`config.mk`:
```
export PLATFORM = sky130hd
export DESIGN_NAME = alu_stage_two
export DESIGN_NICKNAME = d
export VERILOG_FILES = /design/src/rtl/alu_stage_two.sv
export SDC_FILE = /design/constraint.sdc
export NUM_CORES = 1
export LEC_CHECK = 0
export CAP_MARGIN = 20
export CORE_AREA = 2 2 65 98
export DETAILED_ROUTE_END_ITERATION = 8
export DIE_AREA = 0 0 67 100
export GPL_TIMING_DRIVEN = 1
export HOLD_SLACK_MARGIN = 0.02
export PLACE_DENSITY = 0.89
export SYNTH_ARGS = -nofsm -noshare
export SYNTH_HDL_FRONTEND = slang
export SYNTH_SLANG_ARGS = --single-unit
```
`constraint.sdc`:
```
create_clock -name clk -period 6.2 [get_ports clk]
set_input_delay 0.62 -clock clk [delete_from_list [all_inputs] [get_ports clk]]
set_output_delay 0.62 -clock clk [all_outputs]
set_load 0.01 [all_outputs]
```
`src/rtl/alu_stage_two.sv`:
```
`default_nettype none
// ---------------------------------------------------------------------------
// alu_stage_two : completes the upper half of a split 32-bit ADD and holds
//                 one ALU result in a valid/ready register with stall/flush.
// Revision      : 1.0
// ---------------------------------------------------------------------------
module alu_stage_two (
  input  logic        clk,
  input  logic        rst,
  input  logic        flush,
  input  logic        in_valid,
  output logic        in_ready,
  input  logic        addition_flag,
  input  logic        carry_bit,
  input  logic [15:0] last_16_bits_result,
  input  logic [31:0] stage1_aluout,
  input  logic        branch_enable_in,
  input  logic [15:0] a_hi,
  input  logic [15:0] b_hi,
  output logic        out_valid,
  input  logic        out_ready,
  output logic [31:0] ALUOut,
  output logic        Branch_Enable,
  output logic        carry_out,
  output logic        overflow
);

  typedef enum logic [0:0] {
    ST_EMPTY = 1'b0,
    ST_FULL  = 1'b1
  } state_t;

  state_t      state_q, state_d;
  logic [31:0] alu_out_q, alu_out_d;
  logic        branch_q, branch_d;
  logic        carry_q, carry_d;
  logic        ovf_q, ovf_d;

  logic        accept;
  logic [16:0] hi_sum;

  // Flush blocks acceptance so a redirected instruction can never slip in.
  assign in_ready = !flush && ((state_q == ST_EMPTY) || out_ready);
  assign accept   = in_valid && in_ready;

  assign hi_sum = {1'b0, a_hi} + {1'b0, b_hi} + {16'h0000, carry_bit};

  always_comb begin
    state_d = state_q;
    if (flush) begin
      state_d = ST_EMPTY;
    end else if (accept) begin
      state_d = ST_FULL;
    end else if ((state_q == ST_FULL) && out_ready) begin
      state_d = ST_EMPTY;
    end
  end

  // Data registers change only on accept; drain and flush leave them as-is.
  always_comb begin
    alu_out_d = alu_out_q;
    branch_d  = branch_q;
    carry_d   = carry_q;
    ovf_d     = ovf_q;
    if (accept) begin
      branch_d = branch_enable_in;
      if (addition_flag) begin
        alu_out_d = {hi_sum[15:0], last_16_bits_result};
        carry_d   = hi_sum[16];
        ovf_d     = (a_hi[15] == b_hi[15]) && (hi_sum[15] != a_hi[15]);
      end else begin
        alu_out_d = stage1_aluout;
        carry_d   = 1'b0;
        ovf_d     = 1'b0;
      end
    end
  end

  always_ff @(posedge clk) begin
    if (rst) begin
      state_q   <= ST_EMPTY;
      alu_out_q <= 32'h0000_0000;
      branch_q  <= 1'b0;
      carry_q   <= 1'b0;
      ovf_q     <= 1'b0;
    end else begin
      state_q   <= state_d;
      alu_out_q <= alu_out_d;
      branch_q  <= branch_d;
      carry_q   <= carry_d;
      ovf_q     <= ovf_d;
    end
  end

  assign out_valid     = (state_q == ST_FULL);
  assign ALUOut        = alu_out_q;
  assign Branch_Enable = branch_q;
  assign carry_out     = carry_q;
  assign overflow      = ovf_q;

endmodule
`default_nettype wire

```
---- Word level (Yosys, flattened, before mapping) ----
Cells that the tools add are included.
storage, ports and cells
  register bits after elaboration ......... 36
  input port bits ......................... 88
  output and inout bits ................... 37
cells by class
  add/sub/neg operators ................... 2
  equality and inequality tests ........... 2
  multiplexer cells ....................... 5
  bitwise logic cells ..................... 1
  reductions and logical operators ........ 8
operator list
  cell                 number
  $mux W32             1
  $add A16 B16 Y17     1
  $add A17 B1 Y17      1
  $logic_and A1 B1 Y1  4
  $mux W1              4
  $reduce_bool A2 Y1   1
  $reduce_or A2 Y1     1
  $eq A1 B1 Y1         1
  $logic_not A1 Y1     1
  $logic_or A1 B1 Y1   1
  $ne A1 B1 Y1         1
  $not A1 Y1           1

---- Depth between registers and ports, before layout ----
  depth after elaboration ................. 5
  depth in mapped cells ................... 10
  depth with buffers taken out ............ 10

---- Worst setup path before layout ----
No wires, ideal clock.
  path type ............................... input port to flip-flop
  from .................................... input carry_bit
  to ...................................... register alu_out_q[26], in the netlist ALUOut[26]
  arrival ................................. 2524 ps
  data required time ...................... 6097 ps
  slack ................................... 3573 ps
  stages .................................. 10
  path buffers ............................ 0
  cell sequence ........................... fa_1 > inv_1 > fa_1 > nor2b_1 > o31a_2 > o21ai_1 > nor2b_4 > o21ai_2 > xnor2_1 > a2111oi_2
between the ends
  cells in the longest elaborated chain, start to end .. 2
ends and longest elaborated chain
  element                 line  RTL
  start: declaration      14    input logic carry_bit,
  $add A17 B1 Y17         46    assign hi_sum = {1'b0, a_hi} + {1'b0, b_hi} + {16'h0000, carry_bit};
  $mux W32                67    if (addition_flag) begin
  end signal: assignment  88    alu_out_q <= alu_out_d;
  end: declaration        34    logic [31:0] alu_out_q, alu_out_d;
Every way passes these cells.
A chain may end at the register's enable or synchronous reset.

---- Worst setup path after layout ----
Ends and elaborated chain as after synthesis.

==> flow_metrics.env <==
export IMPL_grt_pass1_vias=2290
export IMPL_tritoncts="done"
export IMPL_setup_violations_final=0
export IMPL_hp_class="reg2reg"
export IMPL_fin_hold_ws_ns=0.459
export IMPL_start_util=0.383
export IMPL_io_pin_count=125
export IMPL_dpl_worst_slack_ns=2.96
export IMPL_period_minus_slack_ns=2.93
export IMPL_synth_edff_count=0
export IMPL_cp_common_cell="fa_1"
export IMPL_hold_violations=0
export IMPL_hold_depth=2
export IMPL_crit_type="in2reg"
export IMPL_syn_nets=368
export IMPL_cap_violations=0
export IMPL_firstDrtPassIters=4
export IMPL_fill_cells=538
export IMPL_critical_path_slowest_cell="fa_1"
export IMPL_n_antenna_cell=0
export IMPL_cp_end_kind="flop"
export IMPL_netlist_top_cells_area="dfxtp_1 32%, a211oi_1 8.5%, ha_1 8.2%, mux2i_1 7.9%, nor2_1 6.7%"
export IMPL_ant_nets=0
export IMPL_cp_top_family="compound AO/OA/AOI/OAI gates"
export IMPL_power_density_mw_per_mm2=180
export IMPL_antenna_found_initial=0
export IMPL_wl_per_cell_um=14.3
export IMPL_cts_made_buffers=5
export IMPL_path_buf_inv=2
export IMPL_synth_warnings=0
export IMPL_synthArstFlopShare=0
export IMPL_portBuffers=124
export IMPL_die_area_mm2=0.00670
export IMPL_ys_types=48
export IMPL_drtIter0Drc=89
export IMPL_skew_ns=0.00431
export IMPL_drc=0
export IMPL_dpl_hpwl_um=5030
export IMPL_place_area_mm2=0.00353
export IMPL_ys_ff_latch=36
export IMPL_synth_top_area_cell="dfxtp_1"
export IMPL_die_w_um=67
export IMPL_dieHeight_um=100
export IMPL_rr_worst_depth=6
export IMPL_htreeDepth=2
export IMPL_status="finished clean"
export IMPL_crit_chain="clkdlybuf4s50_1, fa_1, inv_1, fa_1, nor2b_1, o31a_2, o21ai_1, nor2b_4, o21ai_2, xnor2_1, a2111oi_2"
export IMPL_crit_path_max_fanout=3
export IMPL_synthCells=263
export IMPL_hold_buffers=0
export IMPL_vias=2380
export IMPL_drt_total_wl_um=6490
export IMPL_track_usage=0.194
export IMPL_switchingPower_uw=187
export IMPL_tightestPinTransition_ns=0.954
export IMPL_grt_pass1_wl_um=10300
export IMPL_avgSynthCellArea_um2=8.68
export IMPL_p_sw_frac=0.286
export IMPL_cpPeakStageDelay_ns=0.48
export IMPL_syn_cell_area_mm2=0.00228
export IMPL_rows=35
export IMPL_finish_instance_area_mm2=0.00362
export IMPL_synthToLayoutAreaGrowth_pct=58.6
export IMPL_gp_congestion=0.865
export IMPL_crit_required_ns=6.38
export IMPL_irDropWorstVdd_v=0.000101
export IMPL_cts_resized_gates=0
export IMPL_slew_violations=0
export IMPL_p_clk_frac=0.259
export IMPL_path_clk_slew_ns=0.07
export IMPL_cts_buffer_depth=2
export IMPL_ys_seq_area_frac=0.316
export IMPL_layout_nets=484
export IMPL_utilization=0.608
export IMPL_clk_latency_ns=0.28
export IMPL_vias_per_cell=5.24
export IMPL_synth_top_cell_area_share=0.316
export IMPL_max_slew_margin=0.364
export IMPL_cts_sinks=36
export IMPL_synth_most_common_cell="nor2_1"
export IMPL_p_leak_nw=1.41
export IMPL_cts_root_buf="clkbuf_8"
export IMPL_path_depth=11
export IMPL_cts_setup_buffers=0
export IMPL_synth_main_ff_cell="dfxtp_1"
export IMPL_fin_crit_sh=0.472
export IMPL_drive_gt1_frac=0.0579
export IMPL_setup_slack_ns=3.27
export IMPL_setup_tns_ns=0
export IMPL_core_area_mm2=0.00596
export IMPL_sequentialPowerShare=0.391
export IMPL_cp_data_arrival_time_ns=3.11
export IMPL_rsz0062_at_grt="no"
export IMPL_ys_top_cells_by_count="41 x nor2_1, 36 x dfxtp_1, 26 x a211oi_1"
export IMPL_pwr_share_comb=0.350
export IMPL_fmax_ghz=0.342
export IMPL_p_int_uw=466
export IMPL_grt_max_degree=56
export IMPL_grt_overflow_total=0
export IMPL_worst_setup_path_start_kind="input port"
[path summary, 6_finish.rpt]
path / from / endpoint / slack [ns]
max reg2reg: out_valid / ALUOut[31] / 4.02
min reg2reg: Branch_Enable / Branch_Enable / 0.46
min: Branch_Enable / Branch_Enable / 0.46
max: carry_bit / ALUOut[26] / 3.27
[per-stage QoR]
step | cells | power, mW
after floorplan | 263 | 0.380
final | 454 | 0.652
after detailed placement | 446 | 0.488
after CTS | 454 | 0.657
after global placement | 446 | 0.483
after global routing | 454 | 0.692
[state kept, by name, summed over array words and instances (netlist names)]
signal and cells:
ALUOut 32, Branch_Enable 1, carry_out 1, out_valid 1, overflow 1
[cells by family (layout without fill, tap and decap cells)]
group	after synthesis	after routing	synth area share
multiplexers	18	18	0.0789
buffers and inverters	22	139	0.0488
AND/OR/NAND/NOR	82	82	0.168
adder cells (fa/ha/maj)	17	17	0.0997
XOR/XNOR	12	12	0.0460
flip-flops	36	36	0.316
AO/OA/AOI/OAI	76	76	0.243
[power groups by stage]
stage / clock (mW) / combinational (mW) / sequential, mW
global placement: 0 / 0.223 / 0.259
CTS: 0.172 / 0.229 / 0.255
detailed placement: 0 / 0.228 / 0.260
global route: 0.186 / 0.249 / 0.257
finish: 0.169 / 0.228 / 0.255
floorplan: 0 / 0.112 / 0.267
[area by class of cell]
class                   count  area [um^2]  area share
repair buffers            125         1240       0.343
inverters                   6         22.5     0.00622
flip-flops and latches     36          721       0.199
clock buffers               8         90.1      0.0249
multi-input cells         205         1450       0.401
well taps                  74         92.6      0.0256
[placed cells by master, fill, tap and decap left out, types with 3 or more instances in the layout]
| cell type | n |
|---|---|
| clkbuf_8 | 6 |
| nor2_1 | 41 |
| mux2i_1 | 18 |
| nor2b_1 | 4 |
| xor2_1 | 9 |
| ha_1 | 15 |
| a21o_1 | 5 |
| a21oi_1 | 18 |
| o21ai_0 | 5 |
| xnor2_1 | 3 |
| nor3_1 | 10 |
| dfxtp_1 | 36 |
| a211oi_1 | 26 |
| o21ai_1 | 3 |
| inv_1 | 6 |
| clkdlybuf4s50_1 | 123 |
| nand2_1 | 13 |
[routing by layer]
metal  GRT usage  vias to the layer above  wire [um]
met5           0                        -          0
met4      0.0801                        0        180
met3      0.0314                       16        476
met2       0.347                       95       3360
met1       0.223                     1082       2470
li1            -                     1187          -
[worst min-delay path: cells and delay by family (launching register included)]
kind               cells  cell delay (ns)
DFF                    1             0.31
and+or+nand+nor        1             0.05
AOI/OAI and AO/OA      1             0.05
Note: power is estimated with default switching activity, not from simulation.
